**src/rtl/shift_exec_if.sv**
```systemverilog
// Handshake bundle for the shift/rotate execution stage.
// Upstream (master) drives operations and consumes results; the stage is the slave.
interface shift_exec_if #(
  parameter int WIDTH = 16,
  parameter int AMT_W = 4
);
  logic             in_valid;
  logic             in_ready;
  logic [1:0]       in_op;
  logic [WIDTH-1:0] in_data;
  logic [AMT_W-1:0] in_amt;
  logic             out_valid;
  logic             out_ready;
  logic [WIDTH-1:0] out_data;
  logic             out_carry;
  logic             out_zero;
  logic             out_neg;

  modport master (
    output in_valid, in_op, in_data, in_amt, out_ready,
    input  in_ready, out_valid, out_data, out_carry, out_zero, out_neg
  );

  modport slave (
    input  in_valid, in_op, in_data, in_amt, out_ready,
    output in_ready, out_valid, out_data, out_carry, out_zero, out_neg
  );
endinterface

```
**src/rtl/shift_exec_stage.sv**
```systemverilog
// Two-deep registered shift/rotate stage: S1 captures the operation, S2 holds
// the result and flags. Every shift variant is built from one right-rotator
// followed by a mask (logical) or sign fill (arithmetic).
module shift_exec_stage #(
  parameter int WIDTH = 16,
  parameter int AMT_W = 4
) (
  input logic         clk,
  input logic         rst_n,
  shift_exec_if.slave bus
);

  typedef enum logic [1:0] {
    OP_SLL = 2'b00,
    OP_SRL = 2'b01,
    OP_SRA = 2'b10,
    OP_ROR = 2'b11
  } shift_op_e;

  logic             s1_valid;
  shift_op_e        s1_op;
  logic [WIDTH-1:0] s1_data;
  logic [AMT_W-1:0] s1_amt;

  logic             s2_valid;
  logic [WIDTH-1:0] s2_data;
  logic             s2_carry;
  logic             s2_zero;
  logic             s2_neg;

  logic             s2_load;
  logic             s1_load;

  logic [AMT_W-1:0] rot_amt;
  logic [WIDTH-1:0] rotated;
  logic [WIDTH-1:0] hi_mask;
  logic [WIDTH-1:0] lo_mask;
  logic [WIDTH-1:0] result;
  logic             carry;

  // S2 advances when it is empty or being drained; S1 may refill in the same cycle.
  always_comb begin
    s2_load = s1_valid && (!s2_valid || bus.out_ready);
    s1_load = !s1_valid || s2_load;
  end

  assign bus.in_ready  = s1_load;
  assign bus.out_valid = s2_valid;
  assign bus.out_data  = s2_data;
  assign bus.out_carry = s2_carry;
  assign bus.out_zero  = s2_zero;
  assign bus.out_neg   = s2_neg;

  // Shared rotator plus per-op masking; left shift is a right rotate by -amt.
  always_comb begin
    rot_amt = s1_amt;
    result  = '0;
    carry   = 1'b0;
    if (s1_op == OP_SLL) begin
      rot_amt = ~s1_amt + AMT_W'(1);
    end
    rotated = WIDTH'({s1_data, s1_data} >> rot_amt);
    hi_mask = ~({WIDTH{1'b1}} >> s1_amt);
    lo_mask = ~({WIDTH{1'b1}} << s1_amt);
    case (s1_op)
      OP_SLL: begin
        result = rotated & ~lo_mask;
        carry  = s1_data[rot_amt];
      end
      OP_SRL: begin
        result = rotated & ~hi_mask;
        carry  = s1_data[s1_amt - AMT_W'(1)];
      end
      OP_SRA: begin
        result = (rotated & ~hi_mask) | ({WIDTH{s1_data[WIDTH-1]}} & hi_mask);
        carry  = s1_data[s1_amt - AMT_W'(1)];
      end
      default: begin
        result = rotated;
        carry  = rotated[WIDTH-1];
      end
    endcase
    if (s1_amt == '0) begin
      carry = 1'b0;
    end
  end

  // S1: capture a new operation whenever the slot is free or being vacated.
  always_ff @(posedge clk or negedge rst_n) begin
    if (!rst_n) begin
      s1_valid <= 1'b0;
      s1_op    <= OP_SLL;
      s1_data  <= '0;
      s1_amt   <= '0;
    end else if (s1_load) begin
      s1_valid <= bus.in_valid;
      if (bus.in_valid) begin
        s1_op   <= shift_op_e'(bus.in_op);
        s1_data <= bus.in_data;
        s1_amt  <= bus.in_amt;
      end
    end
  end

  // S2: result and flags load together; they hold while stalled or idle.
  always_ff @(posedge clk or negedge rst_n) begin
    if (!rst_n) begin
      s2_valid <= 1'b0;
      s2_data  <= '0;
      s2_carry <= 1'b0;
      s2_zero  <= 1'b0;
      s2_neg   <= 1'b0;
    end else if (s2_load) begin
      s2_valid <= 1'b1;
      s2_data  <= result;
      s2_carry <= carry;
      s2_zero  <= (result == '0);
      s2_neg   <= result[WIDTH-1];
    end else if (bus.out_ready) begin
      s2_valid <= 1'b0;
    end
  end

endmodule

```
**src/flat_wrapper.sv**
```systemverilog
// flat-port wrapper written by rule: the top's interface ports become plain ports
module shift_exec_stage_flat 
#(
  parameter int WIDTH = 16,
  parameter int AMT_W = 4
)
  (clk, rst_n, bus_in_valid, bus_in_op, bus_in_data, bus_in_amt, bus_out_ready, bus_in_ready, bus_out_valid, bus_out_data, bus_out_carry, bus_out_zero, bus_out_neg);
  shift_exec_if #(.WIDTH(WIDTH), .AMT_W(AMT_W)) bus_i ();
  input logic clk;
  input logic rst_n;
  input wire logic [$bits(bus_i.in_valid)-1:0] bus_in_valid;
  input wire logic [$bits(bus_i.in_op)-1:0] bus_in_op;
  input wire logic [$bits(bus_i.in_data)-1:0] bus_in_data;
  input wire logic [$bits(bus_i.in_amt)-1:0] bus_in_amt;
  input wire logic [$bits(bus_i.out_ready)-1:0] bus_out_ready;
  output wire logic [$bits(bus_i.in_ready)-1:0] bus_in_ready;
  output wire logic [$bits(bus_i.out_valid)-1:0] bus_out_valid;
  output wire logic [$bits(bus_i.out_data)-1:0] bus_out_data;
  output wire logic [$bits(bus_i.out_carry)-1:0] bus_out_carry;
  output wire logic [$bits(bus_i.out_zero)-1:0] bus_out_zero;
  output wire logic [$bits(bus_i.out_neg)-1:0] bus_out_neg;
  assign bus_i.in_valid = bus_in_valid;
  assign bus_i.in_op = bus_in_op;
  assign bus_i.in_data = bus_in_data;
  assign bus_i.in_amt = bus_in_amt;
  assign bus_i.out_ready = bus_out_ready;
  assign bus_in_ready = bus_i.in_ready;
  assign bus_out_valid = bus_i.out_valid;
  assign bus_out_data = bus_i.out_data;
  assign bus_out_carry = bus_i.out_carry;
  assign bus_out_zero = bus_i.out_zero;
  assign bus_out_neg = bus_i.out_neg;
  shift_exec_stage #(.WIDTH(WIDTH), .AMT_W(AMT_W)) u_core (.clk(clk), .rst_n(rst_n), .bus(bus_i));
endmodule
```
**config.mk**
```make
export PLATFORM = sky130hd
export DESIGN_NAME = shift_exec_stage_flat
export DESIGN_NICKNAME = d
export VERILOG_FILES = /design/src/rtl/shift_exec_if.sv /design/src/rtl/shift_exec_stage.sv /design/src/flat_wrapper.sv
export SDC_FILE = /design/constraint.sdc
export NUM_CORES = 1
export LEC_CHECK = 0
export CORE_ASPECT_RATIO = 0.9
export CORE_UTILIZATION = 44
export DETAILED_ROUTE_END_ITERATION = 10
export GPL_TIMING_DRIVEN = 0
export HOLD_SLACK_MARGIN = 0.06
export PLACE_DENSITY = 0.67
export RECOVER_POWER = 100
export SLEW_MARGIN = 40
export SYNTH_ARGS = -nofsm -noshare
export SYNTH_HDL_FRONTEND = slang
export SYNTH_SLANG_ARGS = --single-unit
export TNS_END_PERCENT = 50
```
**constraint.sdc**
```tcl
create_clock -name clk -period 5 [get_ports clk]
set_clock_uncertainty 0.15 [all_clocks]
set_input_delay 0.75 -clock clk [delete_from_list [all_inputs] [get_ports clk]]
set_output_delay 0.75 -clock clk [all_outputs]
set_load 0.02 [all_outputs]
```
==> results.json, run 1 <==
{
  "status": "complete, but fails checks",
  "violations": "max-capacitance violations, max-slew violations",
  "netlist_instances": 319,
  "muxShareOfSynthArea": 0.281,
  "hold_viol": 0,
  "max_slew_margin": -0.480,
  "yosys.area_share.xor_xnor": 0.0129,
  "dieArea_sq_um": 7600,
  "power.share.clock": 0.128,
  "grt_pass1_vias": 2496,
  "coreArea_sq_um": 7040,
  "hp-class": "register to register",
  "wire_per_inst_um": 17.7,
  "synth.distinct_cells": 50,
  "clkSinkCount": 42,
  "hold_path_startpoint": "u_core.bus.out_data[3]",
  "required_ns": 5.03,
  "final_area_sq_um": 3810,
  "synth_fa_ha_area_frac": 0.0314,
  "cp-start-kind": "register",
  "layout.nets": 406,
  "p_total_uw": 1640,
  "yosysWarnings": 0,
  "numCtsBuffers": 5,
  "synth_edf_count": 0,
  "fillCellCount": 665,
  "rows": 29,
  "worst_slew_pin_slew_ns": 2.22,
  "drtIter0Drc": 245,
  "fin_crit_ns": 4.21,
  "antenna_found_initial": 0,
  "avgViaCountPerCell": 5.88,
  "synth_top_family_by_area": "multiplexers",
  "worstSetupEndpointType": "register",
  "grt_overflow": 0,
  "vias": 2732,
  "die_w_um": 91.8,
  "hold_buffers": 0,
  "maxSlewViolCount": 43,
  "start_util": 0.453,
  "cts_setup_buffers": 0,
  "cap_violations": 1,
  "post_cts_resized": 0,
  "clk_pin_slew_ns": 0.08,
  "drive_above_1_share": 0.161,
  "worst-path-max-fanout": 10,
  "io_pins": 47,
  "clockBufferDepth": 2,
  "dpl.hpwl_um": 6470,
  "final_antenna_net_count": 0,
  "final_cell_mix": "dfrtp_1 (42), nand2_1 (38), o21ai_0 (24), mux2_2 (24), clkdlybuf4s50_1 (23)",
  "ys_ff_latch": 42,
  "irDropWorstVdd_v": 0.000229,
  "leakage_uw": 0.00160,
  "max_freq_ghz": 0.237,
  "drcViolationCount": 0,
  "yosys.area_share.simple": 0.139,
  "async_reset_ff_frac": 1.00,
  "setup_viol": 0,
  "syn_nets": 353,
  "clk_latency_ns": 0.29,
  "gp_congestion": 0.921,
  "multi_input_area_sq_um": 1960,
  "synth_area_sq_um": 3190,
  "grt_use_total": 0.229,
  "final_common_cell": "dfrtp_1",
  "die_y_um": 82.8,
  "cts_tree": "built",
  "arrival_ns": 4.24,
  "switching_share": 0.430,
  "diodes": 0,
  "pwr-share-seq": 0.299,
  "htreeDepth": 2,
  "ys.flop_type": "dfrtp_1",
  "grt_max_degree": 43,
  "reg2reg_from": "u_core.s1_amt[0]",
  "setup_tns_ns": 0,
  "p_per_area_nw_per_um2": 431,
  "routed_wirelength_um": 8230,
  "seqCellArea_sq_um": 1050,
  "seq_area_frac_synth": 0.329,
  "worstSetupPathType": "register to register",
  "pwr-share-comb": 0.574,
  "synth-compound-area-share": 0.156,
  "rsz0062_at_grt": "false",
  "postPlaceCellArea_sq_um": 3760,
  "portBuffers": 46,
  "fin_crit_sh": 0.843,
  "clock-root-buffer": "clkbuf_8",
  "grt_pass1_wl_um": 13200,
  "area_delta_synth_final_pct": 19.4,
  "crit_start": "u_core.s1_amt[0]",
  "drt_pre_antenna_iters": 5,
  "power_switching_uw": 705,
  "syn-mean-instance-area_sq_um": 10.0,
  "internal-power_uw": 937
}
state kept, by name, indices dropped and copies added, names as in the netlist:
name                  cells
u_core.bus.out_zero       1
u_core.bus.out_valid      1
u_core.s1_data           16
u_core.bus.out_carry      1
u_core.s1_op              2
u_core.s1_valid           1
u_core.s1_amt             4
u_core.bus.out_data      16
worst max-delay path: stages, from the launching register on:
cell and delay, ns:
dfrtp_1 0.38, buf_6 0.15, clkbuf_1 0.52, inv_1 0.10, ha_1 0.42, mux2i_1 0.69
mux4_2 0.43, mux2i_1 0.21, mux2i_1 0.14, a211oi_1 0.42, nand4_1 0.14, o41ai_1 0.35
per-stage QoR:
| stage | worst slack, ns | hold slack (ns) | std cells | util |
|---|---|---|---|---|
| final | 0.787 | 0.324 | 465 | 0.541 |
| after global routing | 0.568 | 0.355 | 465 | 0.541 |
| after CTS | 1.29 | 0.303 | 465 | 0.546 |
| after detailed placement | 1.32 | 0.321 | 458 | 0.535 |
| after global placement | 1.38 | 0.311 | 458 | 0.535 |
| after floorplan | 1.94 | 0.304 | 319 | - |
final timing paths:
path                            cells after the start                     end  slack [ns]
worst max-delay path                               11     u_core.bus.out_zero        0.79
worst max register to register                     11     u_core.bus.out_zero        0.79
worst min-delay path                                2  u_core.bus.out_data[3]        0.32
min in group asynchronous                           1  u_core.bus.out_data[2]        0.96
max in group asynchronous                           1       u_core.s1_data[1]        2.48
worst min register to register                      2  u_core.bus.out_data[3]        0.32
logic make-up after synthesis:
logic type,after synthesis
and+or+nand+nor,95
AOI/OAI and AO/OA,75
DFF,42
buffers and inverters,32
adders and majority gates,8
xor gates and xnor gates,3
muxes,64
power by group through the flow:
stage	combinational, uW	sequential [uW]	clock [uW]
global placement	974	494	0
detailed placement	974	501	0
floorplan	584	560	0
finish	942	490	210
CTS	978	494	216
global route	1020	505	230
area by class of cell:
cell class / count / area share
clock buffers: 7 / 0.0200
plain buffers: 23 / 0.0319
inverters: 9 / 0.00887
well taps: 93 / 0.0306
multi-input cells: 245 / 0.513
flip-flops and latches: 42 / 0.276
repair buffers: 46 / 0.119
per-layer routing:
metal  share of wire  GRT usage  wire (um)
met1            0.44      0.308       3640
met2            0.46      0.376       3780
met3           0.065     0.0410        538
met4           0.032     0.0859        263
met5               0          0          0
synth_stat cells, types with 2 or more instances:
cell       n  area (sq um)
or2_1      3          18.8
nor2_1    18          67.6
nor3_1     7          35.0
clkbuf_1  11          41.3
a21o_1     4          30.0
and2_1     4          25.0
a221oi_1   6          52.6
dfrtp_1   42          1050
a21oi_1   21           105
mux2_4     2          30.0
buf_1      2          7.51
mux2_2    24           270
nand3_1    9          45.0
ha_1       8           100
o21ai_0   23           115
nand2b_1   5          31.3
a31oi_1    3          18.8
nand3b_1   2          15.0
nand4_1    5          31.3
mux4_2    16           360
o31a_1     2          17.5
nand2_1   38           143
mux2i_1   21           210
o31ai_1    2          15.0
xnor2_2    2          32.5
buf_2      4          20.0
buf_4      3          22.5
buf_6      3          33.8
inv_1      8          30.0
No activity file was read; power rests on OpenSTA's default activity.
==> inputs of run 2 (changes only) <==
- clock period: 5 -> 4.1 ns (I/O delays scaled with it)
==> results.json, run 2 (same netlist as run 1, synthesis figures left out) <==
{
  "cpPeakStageDelay_ns": 0.67,
  "maxSlewViolCount": 43,
  "worst_slew_pin_slew_ns": 2.24,
  "dpl.hpwl_um": 6470,
  "max_slew_margin": -0.495,
  "portBuffers": 46,
  "max_freq_ghz": 0.265,
  "grt_overflow": 0,
  "avgViaCountPerCell": 5.89,
  "fin_crit_sh": 0.922,
  "drcViolationCount": 0,
  "final_antenna_net_count": 0,
  "setup_tns_ns": 0,
  "postPlaceCellArea_sq_um": 3760,
  "cp-start-kind": "register",
  "required_ns": 4.14,
  "rows": 29,
  "irDropWorstVdd_v": 0.000280,
  "final_area_sq_um": 3820,
  "rsz0062_at_grt": "false",
  "routed_wirelength_um": 8250,
  "cts_setup_buffers": 0,
  "critical_path_buf_inv_count": 3,
  "grt_pass1_vias": 2496,
  "grt_use_total": 0.229,
  "htreeDepth": 2,
  "clk_pin_slew_ns": 0.08,
  "drt_pre_antenna_iters": 5,
  "drtIter0Drc": 261,
  "worstSetupPathType": "register to register",
  "hold_viol": 0,
  "leakage_uw": 0.00161,
  "reg2reg_from": "u_core.s1_amt[0]",
  "worstSetupEndpointType": "register",
  "worst-path-max-fanout": 10,
  "crit_start": "u_core.s1_amt[0]",
  "status": "complete, but fails checks",
  "diodes": 0,
  "top_layer": "met4",
  "clkSinkCount": 42,
  "arrival_ns": 3.82,
  "hp-class": "register to register",
  "violations": "max-capacitance violations, max-slew violations",
  "crit_chain": "buf_6 > buf_4 > inv_1 > ha_1 > mux2i_1 > mux4_2 > mux2i_1 > mux2i_1 > a211oi_1 > nand4_1 > o41ai_2",
  "start_util": 0.453,
  "cts_tree": "built",
  "cap_violations": 1,
  "clockBufferDepth": 2,
  "drt-met1-wl_um": 3690,
  "setup_viol": 0,
  "numCtsBuffers": 5,
  "cp_slowest_cell": "mux2i_1",
  "layout.nets": 406,
  "die_w_um": 91.8,
  "wire_per_inst_um": 17.7,
  "hold_buffers": 0,
  "fin_cells": 465,
  "grt_pass1_wl_um": 13200,
  "wl_met3_um": 478,
  "area_delta_synth_final_pct": 19.7,
  "hold_path_startpoint": "u_core.bus.out_data[3]",
  "dieArea_sq_um": 7600,
  "cp_common_cell": "mux2i_1",
  "final_cell_mix": "dfrtp_1 (42), nand2_1 (38), o21ai_0 (24), mux2_2 (24), clkdlybuf4s50_1 (23)",
  "vias": 2738,
  "die_y_um": 82.8,
  "post_cts_resized": 0,
  "clock-root-buffer": "clkbuf_8",
  "p_per_area_nw_per_um2": 526,
  "io_pins": 47,
  "gp_congestion": 0.921,
  "grt_max_degree": 43,
  "dp.cells": 458,
  "critPathTopFamily": "multiplexers",
  "final_common_cell": "dfrtp_1",
  "drive_above_1_share": 0.167,
  "wl_met2_um": 3820,
  "coreArea_sq_um": 7040,
  "fin_crit_ns": 3.78,
  "antenna_found_initial": 0,
  "clk_latency_ns": 0.29
}
==> run 2: path summary, 6_finish.rpt <==
kind	endpoint	slack (ns)	cells past startpoint
max	u_core.bus.out_zero	0.32	11
min	u_core.bus.out_data[3]	0.32	2
max reg2reg	u_core.bus.out_zero	0.32	11
min reg2reg	u_core.bus.out_data[3]	0.32	2
max in group asynchronous	u_core.s1_data[1]	1.69	1
min in group asynchronous	u_core.bus.out_data[2]	0.84	1
==> run 2: final cells by class <==
| class | instances | area (sq um) |
|---|---|---|
| clock buffer | 7 | 76.3 |
| tap | 93 | 116 |
| timing repair buffer | 46 | 454 |
| fill | 661 | 3220 |
| multi-input combinational | 245 | 1960 |
| buffer | 23 | 125 |
| sequential | 42 | 1050 |
| inverter | 9 | 33.8 |
==> run 2: tightest hold or removal path, delay by kind of cell, from the launching register on <==
kind / cells / cell delay, ns
flip-flops: 1 / 0.34
AO/OA/AOI/OAI: 1 / 0.05
AND/OR/NAND/NOR: 1 / 0.04
==> run 2: per-stage QoR <==
stage                     utilization  hold slack (ns)  setup WS, ns  power (uW)
after CTS                       0.546            0.168         0.395        2060
after global routing            0.543            0.355         0.145        2150
after global placement          0.535            0.311         0.485        1790
final                           0.543            0.324         0.319        2010
after floorplan                     -            0.169          1.04        1390
after detailed placement        0.535            0.321         0.417        1800
==> run 2: layer usage <==
layer | GRT usage | vias to the layer above
li1 | - | 1291
met1 | 0.308 | 1316
met2 | 0.376 | 113
met3 | 0.0410 | 18
met4 | 0.0859 | 0
met5 | 0 | -
==> run 2: power breakdown <==
group | switching (uW) | leakage (uW) | internal [uW]
sequential | 79.2 | 0.000510 | 519
combinational | 648 | 0.00106 | 508
clock | 138 | 0.0000383 | 117
total | 865 | 0.00161 | 1140
